[config.mk]
export PLATFORM = sky130hd
export DESIGN_NAME = mem_port_arb
export DESIGN_NICKNAME = d
export VERILOG_FILES = /design/src/rtl/mem_arb_pkg.sv /design/src/rtl/mem_port_arb_pick.sv /design/src/rtl/mem_port_arb.sv
export SDC_FILE = /design/constraint.sdc
export NUM_CORES = 1
export LEC_CHECK = 0
export ABC_CLOCK_PERIOD_IN_PS = 3980
export CAP_MARGIN = 20
export CELL_PAD_IN_SITES_DETAIL_PLACEMENT = 1
export CELL_PAD_IN_SITES_GLOBAL_PLACEMENT = 2
export CORE_MARGIN = 4
export CORE_UTILIZATION = 24
export CTS_CLUSTER_DIAMETER = 100
export CTS_CLUSTER_SIZE = 12
export DETAILED_ROUTE_END_ITERATION = 8
export PLACE_DENSITY_LB_ADDON = 0.1
export SYNTH_ARGS = -nofsm -noshare
export SYNTH_HDL_FRONTEND = slang
export SYNTH_SLANG_ARGS = --single-unit
[constraint.sdc]
create_clock -name clk -period 3.98 [get_ports clk]
set_input_delay 0.597 -clock clk [delete_from_list [all_inputs] [get_ports clk]]
set_output_delay 0.597 -clock clk [all_outputs]
set_load 0.01 [all_outputs]
[src/rtl/mem_arb_pkg.sv]
// Shared encodings and default widths for the RAM port-A arbiter.
// Owner tags, issue-state constants and default AW/DW.
package mem_arb_pkg;

    localparam int AW_DEF = 16;
    localparam int DW_DEF = 16;

    typedef enum logic [1:0] {
        OWN_NONE = 2'd0,
        OWN_CPU  = 2'd1,
        OWN_IO   = 2'd2
    } owner_e;

    localparam logic [1:0] ST_IDLE      = 2'd0;
    localparam logic [1:0] ST_ISSUE_CPU = 2'd1;
    localparam logic [1:0] ST_ISSUE_IO  = 2'd2;

endpackage

[src/rtl/mem_port_arb_pick.sv]
// Eligibility mask and winner select for the RAM port arbiter.
// MEM_ARB_STARVE_GUARD_EN adds a forced IO win once io_wait reaches LIMIT.
module arb_pick
    import mem_arb_pkg::*;
`ifdef MEM_ARB_STARVE_GUARD_EN
#(
    parameter logic [3:0] LIMIT = 4'd4
)
`endif
(
    input  logic       i_cpu_req,
    input  logic       i_io_req,
    input  logic       i_cpu_gnt,
    input  logic       i_io_gnt,
`ifdef MEM_ARB_STARVE_GUARD_EN
    input  logic [3:0] i_io_wait,
`endif
    output owner_e     o_win
);

    logic w_cpu_elig;
    logic w_io_elig;
    logic w_io_force;

    // A requester granted this cycle sits out one cycle.
    assign w_cpu_elig = i_cpu_req & ~i_cpu_gnt;
    assign w_io_elig  = i_io_req & ~i_io_gnt;

`ifdef MEM_ARB_STARVE_GUARD_EN
    assign w_io_force = w_io_elig & (i_io_wait >= LIMIT);
`else
    assign w_io_force = 1'b0;
`endif

    always_comb begin
        o_win = OWN_NONE;
        if (w_io_force)
            o_win = OWN_IO;
        else if (w_cpu_elig)
            o_win = OWN_CPU;
        else if (w_io_elig)
            o_win = OWN_IO;
    end

endmodule

[src/rtl/mem_port_arb.sv]
// RAM port-A arbiter: CPU has fixed priority over the IO master.
// Define MEM_ARB_STARVE_GUARD_EN to enable the IO starvation guard.
module mem_port_arb
    import mem_arb_pkg::*;
#(
    parameter int AW       = AW_DEF,
    parameter int DW       = DW_DEF,
    parameter int MAX_WAIT = 4
) (
    input  logic          clk,
    input  logic          reset,
    input  logic          cpu_req,
    input  logic          cpu_we,
    input  logic [AW-1:0] cpu_addr,
    input  logic [DW-1:0] cpu_wdata,
    output logic          cpu_gnt,
    output logic          cpu_rvalid,
    output logic [DW-1:0] cpu_rdata,
    input  logic          io_req,
    input  logic          io_we,
    input  logic [AW-1:0] io_addr,
    input  logic [DW-1:0] io_wdata,
    output logic          io_gnt,
    output logic          io_rvalid,
    output logic [DW-1:0] io_rdata,
    output logic          ram_en,
    output logic          ram_we,
    output logic [AW-1:0] ram_addr,
    output logic [DW-1:0] ram_wdata,
    input  logic [DW-1:0] ram_rdata
);

    if (MAX_WAIT < 1 || MAX_WAIT > 15) begin : g_bad_max_wait
        $error("MAX_WAIT must be in 1..15");
    end

    owner_e        w_win;
    logic [1:0]    r_state;
    logic          r_we;
    logic [AW-1:0] r_addr;
    logic [DW-1:0] r_wdata;
    logic [1:0]    r_rd_tag;
    logic [DW-1:0] r_cpu_hold;
    logic [DW-1:0] r_io_hold;

`ifdef MEM_ARB_STARVE_GUARD_EN
    logic [3:0] r_io_wait;

    arb_pick #(
        .LIMIT (4'(MAX_WAIT))
    ) u_pick (
        .i_cpu_req (cpu_req),
        .i_io_req  (io_req),
        .i_cpu_gnt (cpu_gnt),
        .i_io_gnt  (io_gnt),
        .i_io_wait (r_io_wait),
        .o_win     (w_win)
    );

    always_ff @(posedge clk) begin
        if (reset)
            r_io_wait <= 4'd0;
        else if (io_gnt)
            r_io_wait <= 4'd0;
        else if (io_req && w_win != OWN_IO && r_io_wait != 4'd15)
            r_io_wait <= r_io_wait + 4'd1;
    end
`else
    arb_pick u_pick (
        .i_cpu_req (cpu_req),
        .i_io_req  (io_req),
        .i_cpu_gnt (cpu_gnt),
        .i_io_gnt  (io_gnt),
        .o_win     (w_win)
    );
`endif

    // Address and write data hold their last values while idle.
    always_ff @(posedge clk) begin
        if (reset) begin
            r_state <= ST_IDLE;
            r_we    <= 1'b0;
            r_addr  <= '0;
            r_wdata <= '0;
        end else begin
            unique case (w_win)
                OWN_CPU: begin
                    r_state <= ST_ISSUE_CPU;
                    r_we    <= cpu_we;
                    r_addr  <= cpu_addr;
                    r_wdata <= cpu_wdata;
                end
                OWN_IO: begin
                    r_state <= ST_ISSUE_IO;
                    r_we    <= io_we;
                    r_addr  <= io_addr;
                    r_wdata <= io_wdata;
                end
                default: begin
                    r_state <= ST_IDLE;
                    r_we    <= 1'b0;
                end
            endcase
        end
    end

    assign cpu_gnt   = (r_state == ST_ISSUE_CPU);
    assign io_gnt    = (r_state == ST_ISSUE_IO);
    assign ram_en    = cpu_gnt | io_gnt;
    assign ram_we    = r_we;
    assign ram_addr  = r_addr;
    assign ram_wdata = r_wdata;

    // Tag is {valid, is_io} for the read issued one cycle earlier.
    always_ff @(posedge clk) begin
        if (reset)
            r_rd_tag <= 2'b00;
        else
            r_rd_tag <= {ram_en & ~r_we, io_gnt};
    end

    assign cpu_rvalid = r_rd_tag[1] & ~r_rd_tag[0];
    assign io_rvalid  = r_rd_tag[1] & r_rd_tag[0];

    always_ff @(posedge clk) begin
        if (reset) begin
            r_cpu_hold <= '0;
            r_io_hold  <= '0;
        end else begin
            if (cpu_rvalid)
                r_cpu_hold <= ram_rdata;
            if (io_rvalid)
                r_io_hold <= ram_rdata;
        end
    end

    assign cpu_rdata = cpu_rvalid ? ram_rdata : r_cpu_hold;
    assign io_rdata  = io_rvalid ? ram_rdata : r_io_hold;

endmodule

==> results_dict.tcl, run 1 <==
set metrics [dict create \
    worst_r2r_endpoint "ram_addr[1]$_SDFFE_PP0P_" \
    cts_inserted_buffers 9 \
    first_global_vias 2568 \
    status "finished clean" \
    grt_pass1_wl_um 13100 \
    totalWireLength_um 8450 \
    timing.final.crit_share 0.642 \
    avgRoutedWirePerCell_um 15.9 \
    synth_flop_cell "dfxtp_1" \
    synth_area_leaders "dfxtp_1 (50%), mux2i_1 (12%), o2bb2ai_1 (10%)" \
    drive_above_1_share 0.131 \
    cts.sinks 69 \
    die_w_um 116 \
    critPathMaxFanout 17 \
    async_reset_ff_frac 0 \
    die_area_mm2 0.0134 \
    relSlewSlack 0.600 \
    ff2ff_path_depth 6 \
    p_total_uw 1830 \
    gr-usage-all-layers 0.127 \
    viasPerCell 4.41 \
    cpPeakStageDelay_ps 490 \
    cap_viol_max_count 0 \
    io_pins 156 \
    post-cts-setup-buffers 0 \
    synth_top_area_frac 0.496 \
    cp-start-kind "flop" \
    cp-end-kind "output pin" \
    cts_hold_buf 0 \
    clockBufferDepth 2 \
    yosysTopAreaCell "dfxtp_1" \
    critPathSlowestCell "clkdlybuf4s50_1" \
    placed_cell_area_mm2 0.00446 \
    vias 2349 \
    hold_path_class "flop to flop" \
    avgSynthCellArea_um2 11.9 \
    path_cells "nor2b_2, buf_4, mux2_2, clkdlybuf4s50_1" \
    portBuffers 155 \
    endpoint "cpu_rdata[6]" \
    synth_edf_count 0 \
    cts-root-buf "clkbuf_16" \
    post_cts_resized 0 \
    power_density_mw_per_mm2 385 \
    ys_warn_count 0 \
    syn_area_mm2 0.00278 \
    start_util 0.245 \
    drc 0 \
    finalHoldViolations 0 \
    ys_ff_latch 69 \
    rows 39 \
    area_growth_pct 70.2 \
    final_common_cell "clkdlybuf4s50_1" \
    grt_overflow_total 0 \
    place_congestion 0.672 \
    crit_start "r_rd_tag[1]$_SDFF_PP0_" \
    synth_nets 321 \
    final_area_mm2 0.00474 \
    cts_tree "done" \
    rsz0062_at_grt "no" \
    min_period_ps 2560 \
    h-tree-depth 3 \
    tns_ps 0 \
    filler_cell_count 1261 \
    mostFrequentLayoutCells "clkdlybuf4s50_1 (155), dfxtp_1 (69), nor2b_1 (34)" \
    netlist_instances 233 \
    slew_viol_final 0 \
    critPathArrivalTime_ps 1960 \
    antenna_found_initial 0 \
    p_leak_uw 0.00185 \
    clk_latency_ps 320 \
    irDropWorstVdd_uv 141 \
    nets 474 \
    diodes 0 \
    worst_pin_slew_ps 600 \
    fin_hold_ws_ps 411 \
    critical_path_class "flop to output pin" \
    maxClockFrequency_mhz 391 \
    r2r-start "r_state[0]$_SDFF_PP0_" \
    path_clk_slew_ps 50 \
    drt-initial-drc-count 67 \
    grt_max_degree 38 \
    fin_worst_skew_ps 5.39 \
    die_y_um 116 \
    ys_seq_area_frac 0.496 \
    dr.pass1.iters 4 \
    r2r_slack_ps 2270 \
    ant_nets 0 \
    dp_hpwl_um 6040 \
    core_area_mm2 0.0114 \
    synth.distinct_cells 21 \
    setup_viol 0 \
    crit_required_ps 3380 \
]
[power breakdown]
part	internal [uW]	switching [uW]
Sequential	730	17.0
Clock	469	282
Combinational	208	120
Total	1410	419
[cell families (layout without fill, tap and decap cells)]
logic type	after synthesis	count (layout)	synth area share
buffers and inverters	22	179	0.0422
AND/OR/NAND/NOR	43	43	0.0962
flip-flops	69	69	0.496
multiplexers	64	64	0.254
adder cells (fa/ha/maj)	2	2	0.00899
AO/OA/AOI/OAI	33	33	0.102
[layer usage]
layer / global-route usage / vias up / wire [um]
li1: - / 1126 / -
met1: 0.139 / 1116 / 3330
met2: 0.215 / 96 / 4120
met3: 0.0564 / 11 / 881
met4: 0.0487 / 0 / 125
met5: 0 / - / 0
[cell type report]
class / instances / area (um^2) / share of cell area
timing repair buffer: 160 / 1590 / 0.335
sequential: 69 / 1380 / 0.292
multi-input combinational: 142 / 1290 / 0.273
clock buffer: 14 / 274 / 0.0578
tap: 143 / 179 / 0.0378
inverter: 4 / 15.0 / 0.00317
clock inverter: 1 / 5.00 / 0.00106
[how the worst min path moves through the flow]
stage                 startpoint  depth (start not counted)                     end  slack [ps]
6_report       ram_we$_SDFF_PP0_                          1  r_rd_tag[1]$_SDFF_PP0_         410
5_1_grt        ram_we$_SDFF_PP0_                          1  r_rd_tag[1]$_SDFF_PP0_         450
4_1_cts        ram_we$_SDFF_PP0_                          1  r_rd_tag[1]$_SDFF_PP0_         420
3_5_place_dp   ram_we$_SDFF_PP0_                          1  r_rd_tag[1]$_SDFF_PP0_         410
3_3_place_gp   ram_we$_SDFF_PP0_                          1  r_rd_tag[1]$_SDFF_PP0_         420
2_1_floorplan  ram_we$_SDFF_PP0_                          1  r_rd_tag[1]$_SDFF_PP0_         470
[synth_stat cells, types with 2 or more instances]
master / count
buf_2: 7
mux2_2: 22
clkbuf_1: 7
mux2i_1: 32
o2bb2ai_1: 32
nor2b_1: 36
mux2_1: 3
ha_1: 2
inv_1: 4
buf_4: 2
nand2b_1: 2
dfxtp_1: 69
mux2_4: 7
[through the flow]
| stage | instances | utilization | worst slack [ps] |
|---|---|---|---|
| after global routing | 533 | 0.417 | 1310 |
| final | 533 | 0.417 | 1420 |
| after floorplan | 233 | - | 2260 |
| after CTS | 533 | 0.417 | 1370 |
| after detailed placement | 518 | 0.392 | 1570 |
| after global placement | 518 | 0.392 | 1570 |
[critical path: cells and delay by family (launching register included)]
| kind | cells | cell delay [ps] |
|---|---|---|
| mux | 1 | 380 |
| buf+inv | 2 | 780 |
| flops | 1 | 330 |
| simple gates | 1 | 130 |
[registers in the layout, summed over array words and instances (netlist names)]
signal	count
r_cpu_hold	16
r_io_hold	16
ram_addr	16
ram_wdata	16
r_rd_tag	2
r_state	2
ram_we	1
No activity file was read; power rests on OpenSTA's default activity.
==> inputs of run 2 (changes only) <==
--- a/config.mk
+++ b/config.mk
@@ -5,12 +5,12 @@
 export SDC_FILE = /design/constraint.sdc
 export NUM_CORES = 1
 export LEC_CHECK = 0
-export ABC_CLOCK_PERIOD_IN_PS = 3980
+export ABC_CLOCK_PERIOD_IN_PS = 2200
 export CAP_MARGIN = 20
 export CELL_PAD_IN_SITES_DETAIL_PLACEMENT = 1
 export CELL_PAD_IN_SITES_GLOBAL_PLACEMENT = 2
 export CORE_MARGIN = 4
-export CORE_UTILIZATION = 24
+export CORE_UTILIZATION = 20
 export CTS_CLUSTER_DIAMETER = 100
 export CTS_CLUSTER_SIZE = 12
 export DETAILED_ROUTE_END_ITERATION = 8
==> constraint.sdc (replaced) <==
create_clock -name clk -period 2.2 [get_ports clk]
set_input_delay 0.33 -clock clk [delete_from_list [all_inputs] [get_ports clk]]
set_output_delay 0.33 -clock clk [all_outputs]
set_load 0.01 [all_outputs]
==> run 2 against run 1 <==
Effect of this change: clock power up 130%; routed wire length rose by 7.3%; power increased by 100%; combinational power rose by 88%; final area up 5.0%; global-route usage fell by 1.2 points; register-to-register slack got worse by 1600 ps; sequential power grew 81%; hold slack improved by 10 ps; die area is 19% higher; largest cell class unchanged.
==> results_dict.tcl, run 2 (synthesis gave the netlist of run 1 again) <==
set metrics [dict create \
    gr-usage-all-layers 0.115 \
    cp-end-kind "output pin" \
    grt_max_degree 34 \
    slew_viol_final 0 \
    io_pins 156 \
    drc 0 \
    die_w_um 126 \
    die_area_mm2 0.0159 \
    min_period_ps 2140 \
    path_cells "nor2b_4, buf_12, mux2_4, clkdlybuf4s50_1" \
    critPathMaxFanout 11 \
    tns_ps 0 \
    drt-initial-drc-count 45 \
    setup_viol 0 \
    timing.final.crit_share 0.975 \
    nets 479 \
    avgRoutedWirePerCell_um 15.9 \
    critPathSlowestCell "clkdlybuf4s50_1" \
    grt_pass1_wl_um 14000 \
    grt_overflow_total 0 \
    place_congestion 0.678 \
    cpPeakStageDelay_ps 480 \
    dp_slack_ps 287 \
    fin_worst_skew_ps 4.85 \
    vias 2339 \
    cap_viol_max_count 0 \
    drive_above_1_share 0.154 \
    clk_latency_ps 340 \
    cts_hold_buf 0 \
    cts.sinks 69 \
    portBuffers 155 \
    final_common_cell "clkdlybuf4s50_1" \
    die_y_um 126 \
    h-tree-depth 3 \
    core_area_mm2 0.0135 \
    fin_ws_ps 55.2 \
    p_leak_uw 0.00211 \
    mostFrequentLayoutCells "clkdlybuf4s50_1 (145), dfxtp_1 (67), nor2b_1 (34)" \
    cts-root-buf "clkbuf_16" \
    critPathArrivalTime_ps 1810 \
    totalWireLength_um 9070 \
    cts_tree "done" \
    relSlewSlack 0.803 \
    clockBufferDepth 2 \
    ff2ff_path_depth 6 \
    worst_pin_slew_ps 295 \
    viasPerCell 4.09 \
    holdPathStages 1 \
    first_global_vias 2494 \
    antenna_found_initial 0 \
    finalHoldViolations 0 \
    status "finished clean" \
    crit_required_ps 1870 \
    cp-start-kind "flop" \
    dr.pass1.iters 4 \
    area_growth_pct 78.7 \
    critical_path_class "flop to output pin" \
    dp_hpwl_um 6610 \
    rows 42 \
    diodes 0 \
    maxClockFrequency_mhz 466 \
    hold_path_class "flop to flop" \
    ant_nets 0 \
    final_util 0.370 \
    cts_inserted_buffers 9 \
    r2r_slack_ps 640 \
    irDropWorstVdd_uv 304 \
    path_clk_slew_ps 50 \
    start_util 0.207 \
    power_density_mw_per_mm2 738 \
]
-- run 2: cell count changes in the layout (fill, tap and decap cells not counted), sizes merged --
cell | previous run | this run
bufinv | 0 | 3
clkdlybuf4s50 | 155 | 145
dlymetal6s2s | 0 | 10
buf | 5 | 10
clkinvlp | 0 | 2
clkbuf | 14 | 10
-- run 2: critical path, delay by kind of cell, from the launching register on --
kind,cells,cell delay [ps]
flip-flops,1,350
AND/OR/NAND/NOR,1,180
buffers and inverters,2,630
multiplexers,1,310
-- run 2: worst paths after layout --
path,start,endpoint
hold reg to reg,ram_we$_SDFF_PP0_,r_rd_tag[1]$_SDFF_PP0_
setup reg to reg,r_state[0]$_SDFF_PP0_,ram_addr[7]$_SDFFE_PP0P_
setup / recovery,r_rd_tag[1]$_SDFF_PP0_,cpu_rdata[7]
hold / removal,ram_we$_SDFF_PP0_,r_rd_tag[1]$_SDFF_PP0_
-- run 2: power by group --
part           switching [uW]  leakage, uW  total, uW  internal, uW
combinational             226      0.00137        618           392
sequential               32.2     0.000566       1350          1320
clock                     563     0.000165       1700          1140
total                     821      0.00211       3670          2850
-- run 2: layout make-up --
type / instances / area (um^2)
fillers: 1509 / 8480
repair buffers: 165 / 1700
flip-flops and latches: 69 / 1380
multi-input cells: 142 / 1310
clock buffers: 10 / 239
well taps: 176 / 220
clock inverters: 6 / 110
inverters: 4 / 15.0
-- run 2: through the flow --
step	power, uW	area (um^2)	hold slack (ps)	cells
6_report	3670	4970	421	572
5_1_grt	3840	4970	449	572
4_1_cts	3760	4920	439	570
3_5_place_dp	2010	4570	431	554
3_3_place_gp	2010	4570	423	554
2_1_floorplan	1620	2780	447	233
-- run 2: repair_timing --
item                                    in CTS  in global routing
buffers inserted                             0                  2
endpoints found under the hold margin        0                  0
endpoints found under the setup margin      32                 32
resized for setup                            0                 14
-- run 2: per-layer routing --
metal  wire (um)  GRT usage
met1        3720      0.129
met2        4340      0.182
met3         867     0.0639
met4         142     0.0435
met5           0          0
